[config.mk]
export PLATFORM = sky130hd
export DESIGN_NAME = dist_ram_wr_arbiter
export DESIGN_NICKNAME = d
export VERILOG_FILES = /design/src/rtl/dist_ram_wr_arbiter.sv
export SDC_FILE = /design/constraint.sdc
export NUM_CORES = 1
export LEC_CHECK = 0
export ABC_CLOCK_PERIOD_IN_PS = 2430
export CAP_MARGIN = 20
export CORE_ASPECT_RATIO = 0.6
export CORE_MARGIN = 2
export CORE_UTILIZATION = 37
export CTS_CLUSTER_DIAMETER = 60
export CTS_CLUSTER_SIZE = 30
export DETAILED_ROUTE_END_ITERATION = 10
export GPL_ROUTABILITY_DRIVEN = 0
export PLACE_DENSITY = 0.83
export SYNTH_ARGS = -nofsm -noshare
export SYNTH_HDL_FRONTEND = slang
export SYNTH_SLANG_ARGS = --single-unit
[constraint.sdc]
create_clock -name clk -period 2.43 [get_ports clk]
set_clock_uncertainty 0.05 [all_clocks]
set_input_delay 0.3645 -clock clk [delete_from_list [all_inputs] [get_ports clk]]
set_output_delay 0.3645 -clock clk [all_outputs]
set_load 0.05 [all_outputs]
[src/rtl/dist_ram_wr_arbiter.sv]
// dist_ram_wr_arbiter: round-robin arbiter for the write port of the register-file
// distributed RAM. NUM_REQ requesters use a valid/ready handshake per requester. The
// accepted address/data is registered and drives the RAM write port one cycle later.
// Optional feature: define DIST_RAM_ARB_LOCK_EN to add req_lock. With req_lock set,
// a requester keeps top priority across transfers so it can issue burst writes.
module dist_ram_wr_arbiter #(
    parameter int unsigned NUM_REQ       = 4,
    parameter int unsigned DATA_WIDTH    = 8,
    parameter int unsigned ADDRESS_WIDTH = 5,
    localparam int unsigned ID_WIDTH     = $clog2(NUM_REQ)
) (
    input  logic                             clk,
    input  logic                             reset,
    input  logic                             freeze,
    input  logic [NUM_REQ-1:0]               req_valid,
    output logic [NUM_REQ-1:0]               req_ready,
    input  logic [NUM_REQ*ADDRESS_WIDTH-1:0] req_addr,
    input  logic [NUM_REQ*DATA_WIDTH-1:0]    req_data,
    output logic                             ram_write_en,
    output logic [ADDRESS_WIDTH-1:0]         ram_in_addr,
    output logic [DATA_WIDTH-1:0]            ram_in,
    output logic [ID_WIDTH-1:0]              last_grant_id
`ifdef DIST_RAM_ARB_LOCK_EN
    ,
    input  logic [NUM_REQ-1:0]               req_lock
`endif
);

    logic [ADDRESS_WIDTH-1:0] addr_arr [NUM_REQ];
    logic [DATA_WIDTH-1:0]    data_arr [NUM_REQ];

    logic [ID_WIDTH-1:0]      ptr_q, ptr_d;
    logic                     wen_q, wen_d;
    logic [ADDRESS_WIDTH-1:0] addr_q, addr_d;
    logic [DATA_WIDTH-1:0]    data_q, data_d;
    logic [ID_WIDTH-1:0]      id_q, id_d;

    logic                     grant_found;
    logic [ID_WIDTH-1:0]      grant_id;
    logic                     xfer;
    int unsigned              cand;
    logic [ID_WIDTH-1:0]      cand_id;

    // Unpack the per-requester address and data buses.
    for (genvar g = 0; g < NUM_REQ; g++) begin : g_unpack
        assign addr_arr[g] = req_addr[g*ADDRESS_WIDTH +: ADDRESS_WIDTH];
        assign data_arr[g] = req_data[g*DATA_WIDTH +: DATA_WIDTH];
    end

    // Round-robin scan: first valid requester starting at ptr, wrapping modulo NUM_REQ.
    always_comb begin
        grant_found = 1'b0;
        grant_id    = '0;
        cand        = 0;
        cand_id     = '0;
        for (int unsigned k = 0; k < NUM_REQ; k++) begin
            cand    = (32'(ptr_q) + k) % NUM_REQ;
            cand_id = ID_WIDTH'(cand);
            if (!grant_found && req_valid[cand_id]) begin
                grant_found = 1'b1;
                grant_id    = cand_id;
            end
        end
    end

    // Handshake: at most one one-hot ready, suppressed by reset and freeze.
    always_comb begin
        xfer      = grant_found && !freeze && !reset;
        req_ready = '0;
        if (xfer) begin
            req_ready[grant_id] = 1'b1;
        end
    end

    // Next-state for the write-port registers and the round-robin pointer.
    always_comb begin
        wen_d  = xfer;
        addr_d = addr_q;
        data_d = data_q;
        id_d   = id_q;
        ptr_d  = ptr_q;
        if (xfer) begin
            addr_d = addr_arr[grant_id];
            data_d = data_arr[grant_id];
            id_d   = grant_id;
            if (grant_id == ID_WIDTH'(NUM_REQ - 1)) begin
                ptr_d = '0;
            end else begin
                ptr_d = grant_id + ID_WIDTH'(1);
            end
`ifdef DIST_RAM_ARB_LOCK_EN
            // Parking ptr on a locked winner keeps it first in the scan. If it later
            // drops valid, the same scan simply moves on to the next requester.
            if (req_lock[grant_id]) begin
                ptr_d = grant_id;
            end
`endif
        end
    end

    // State registers with synchronous reset; reset discards any pending capture.
    always_ff @(posedge clk) begin
        if (reset) begin
            ptr_q  <= '0;
            wen_q  <= 1'b0;
            addr_q <= '0;
            data_q <= '0;
            id_q   <= '0;
        end else begin
            ptr_q  <= ptr_d;
            wen_q  <= wen_d;
            addr_q <= addr_d;
            data_q <= data_d;
            id_q   <= id_d;
        end
    end

    assign ram_write_en  = wen_q;
    assign ram_in_addr   = addr_q;
    assign ram_in        = data_q;
    assign last_grant_id = id_q;

endmodule
==> flow_summary_export.csv <==
group,metric,value,unit
synthesis,yosysMostFrequentCell,"dfxtp_1",
route,wl_per_cell,13.6,µm
synthesis,muxShareOfSynthArea,0.119,
clock_tree,cts.sink_count,18,
route,drtIter0Drc,50,
synthesis,synth_xor_area_frac,0,
synthesis,synth-warning-count,0,
synthesis,synth-seq-cells,18,
route,vias,1381,
worst_setup_path,rrSetupSlack,0.65,ns
route,firstDrtPassIters,4,
min_path,hp-class,"flip-flop to flip-flop",
synthesis,ys_types,34,
route,finalWirelength,3800,µm
synthesis,synth_cells,148,
clock_tree,htreeDepth,1,
sta,drv_slew,0,
synthesis,yosysTopAreaCell,"dfxtp_1",
global_routing,use_met1,0.276,
floorplan,fp.dieH,49.2,µm
synthesis,synthAdderAreaFrac,0.00993,
outcome,outcome,"finished, final reports clean",
sta,fin_setup_tns,0,ns
floorplan,initial_core_util,0.386,
clock_tree,tritoncts,"built",
worst_setup_path,cp.required,2.02,ns
global_routing,grt_pass1_wl,6040,µm
sta,period_share,0.984,
route,ant_nets,0,
synthesis,synth_ff_type,"dfxtp_1",
cells_and_area,nFillCells,262,
sta,max_freq,0.418,GHz
global_routing,grt_pass1_vias,1255,
synthesis,synth-edff-count,0,
sta,relSlewSlack,0.651,
sta,hold_viol_final,0,
global_routing,grt_antenna_before_repair,0,
placed_design,post-dp-hpwl,2870,µm
sta,rsz0062_at_grt,"true",
cells_and_area,diodes,0,
floorplan,fp-row-count,16,
sta,fin_ws,0.0387,ns
global_routing,busiest_layer,"met2",
global_routing,grt_usage,0.196,
synthesis,yosys-top-cells-area,"dfxtp_1, mux2i_1, a21boi_0",
worst_setup_path,cp-end-kind,"output pin",
clock_tree,max-clock-path-buffers,2,
synthesis,async_flop_share,0,
power_and_ir_drop,irDropWorstVdd,0.000298,V
cells_and_area,multi_input_area,842,µm²
worst_setup_path,path_class,"primary input to output pin",
global_routing,grt_use_met3,0.0685,
clock_tree,worstSkewPairLatency,0.25,ns
worst_setup_path,arrival,1.98,ns
synthesis,synth-compound-area-share,0.267,
clock_tree,path_clk_slew,0.07,ns
power_and_ir_drop,power_density,496,nW/µm²
global_routing,use_met2,0.298,
synthesis,synthSimpleGateAreaFrac,0.239,
synthesis,synth_nets,208,
clock_tree,root_buffer,"clkbuf_8",
floorplan,fp.dieW,79.3,µm
power_and_ir_drop,p_leak,0.926,nW
cells_and_area,drive_gt1_frac,0.209,
worst_setup_path,crit_slowest_cell,"clkdlybuf4s50_1",
cells_and_area,area_growth,77.5,%
global_routing,grt.overflow.total,0,
synthesis,synth_area_per_cell,8.51,µm²
worst_setup_path,worstSetupStartpointType,"primary input",
worst_setup_path,crit_family,"simple AND/OR/NAND/NOR gates",
floorplan,dieArea,3900,µm²
route,drc,0,
synthesis,netlist.area_leader.share,0.286,
synthesis,netlist_area,1260,µm²
clock_tree,hold_buffers,0,
global_routing,grt_max_degree,27,
sta,worst_pin_slew,0.521,ns
placed_design,pre_cts_ws,-0.0446,ns
synthesis,netlist_top_cells_count,"dfxtp_1, mux2i_1",
worst_setup_path,path_max_fanout,3,
worst_setup_path,cp_num_buf_inv,2,
sta,min_period,2.39,ns
clock_tree,cts_made_buffers,3,
run,drv_cap,0,
cells_and_area,seqCellArea,360,µm²
synthesis,yosysSeqAreaShare,0.286,
cells_and_area,final_nets,295,
worst_setup_path,max_stage_delay,0.49,ns
synthesis,synth_top_family_by_area,"compound AO/OA/AOI/OAI gates",
floorplan,io_pins,79,
worst_setup_path,worstPathCellList,"clkdlybuf4s50_1 > a21oi_1 > or3b_1 > and3_4 > ha_1 > and2_1 > buf_6",
route,routed_via_density,4.95,
placed_design,port-buffer-count,78,
floorplan,core-area,3260,µm²
sta,setup_viol_count_final,0,
==> placed cells by master, fill, tap and decap left out, drive strengths merged <==
master         netlist  routed
a31oi                1       1
nand3                1       1
clkdlybuf4s50        0      73
buf                  6      18
nor3                 1       1
a21oi                4       4
ha                   1       1
o21ai               14      14
and3                14      14
nand2b               2       2
or4                  1       1
a21boi              13      13
clkbuf               4       4
nor2                 8       8
or2                  1       1
or3b                 1       1
a211oi               2       2
nand2               14      14
dlygate4sd2          0       1
mux2i               15      15
inv                  5       5
nor2b                1       1
or2b                 2       2
dfxtp               18      18
o211ai              13      13
o2111ai              2       2
and2                 4       4
==> worst paths after layout <==
path                start            to  depth (start not counted)
max reg2reg      ptr_q[1]     ram_in[1]                          7
min reg2reg     ram_in[0]     ram_in[0]                          2
min             ram_in[0]     ram_in[0]                          2
max          req_valid[1]  req_ready[3]                          7
==> routing by layer <==
| metal | vias up | wire length (µm) | part of all wire |
|---|---|---|---|
| li1 | 710 | - | - |
| met1 | 617 | 1890 | 0.50 |
| met2 | 52 | 1640 | 0.43 |
| met3 | 2 | 259 | 0.068 |
| met4 | 0 | 8 | 0.0021 |
| met5 | - | 0 | 0 |
==> what timing repair did <==
action,in CTS,in global routing
resized for setup,3,6
setup buffers,0,0
gates cloned,0,0
endpoints found under the setup margin,3,3
pin swaps,0,2
==> where the power goes <==
| group | total, mW | switching (mW) | leakage [nW] | internal (mW) |
|---|---|---|---|---|
| clock network | 0.243 | 0.0996 | 0.0288 | 0.144 |
| logic | 0.518 | 0.267 | 0.749 | 0.251 |
| registers | 0.348 | 0.0192 | 0.148 | 0.329 |
==> stage by stage <==
| step | power [mW] | instance area, µm² | hold WS [ns] | util | instances |
|---|---|---|---|---|---|
| finish | 1.11 | 2240 | 0.433 | 0.685 | 279 |
| global route | 1.17 | 2240 | 0.459 | 0.685 | 279 |
| CTS | 1.10 | 2210 | 0.435 | 0.678 | 279 |
| detailed placement | 0.857 | 2150 | 0.418 | 0.658 | 275 |
| global placement | 0.853 | 2150 | 0.413 | 0.658 | 275 |
| floorplan | 0.652 | 1260 | 0.387 | - | 148 |
==> worst min-delay path, delay by kind of cell, from the launching register on <==
| family | cells | cell delay (ns) |
|---|---|---|
| compound gates | 1 | 0.07 |
| simple gates | 1 | 0.05 |
| flops | 1 | 0.33 |
==> layout make-up <==
class                   instances  area share
flip-flops and latches         18       0.161
repair buffers                 92       0.404
clock buffers                   4      0.0246
inverters                       5     0.00839
multi-input cells             115       0.377
well taps                      45      0.0252
==> flip-flops by register name (all words and copies together) (netlist names) <==
register and count:
ram_in 8, last_grant_id 2, ram_in_addr 5, ptr_q 2
ram_write_en 1
==> cells by family after synthesis <==
| kind of cell | count (synthesis) |
|---|---|
| AOI/OAI and AO/OA | 49 |
| and+or+nand+nor | 50 |
| muxes | 15 |
| adders and majority gates | 1 |
| DFF | 18 |
| buffers and inverters | 15 |
No activity file was read; power rests on OpenSTA's default activity.
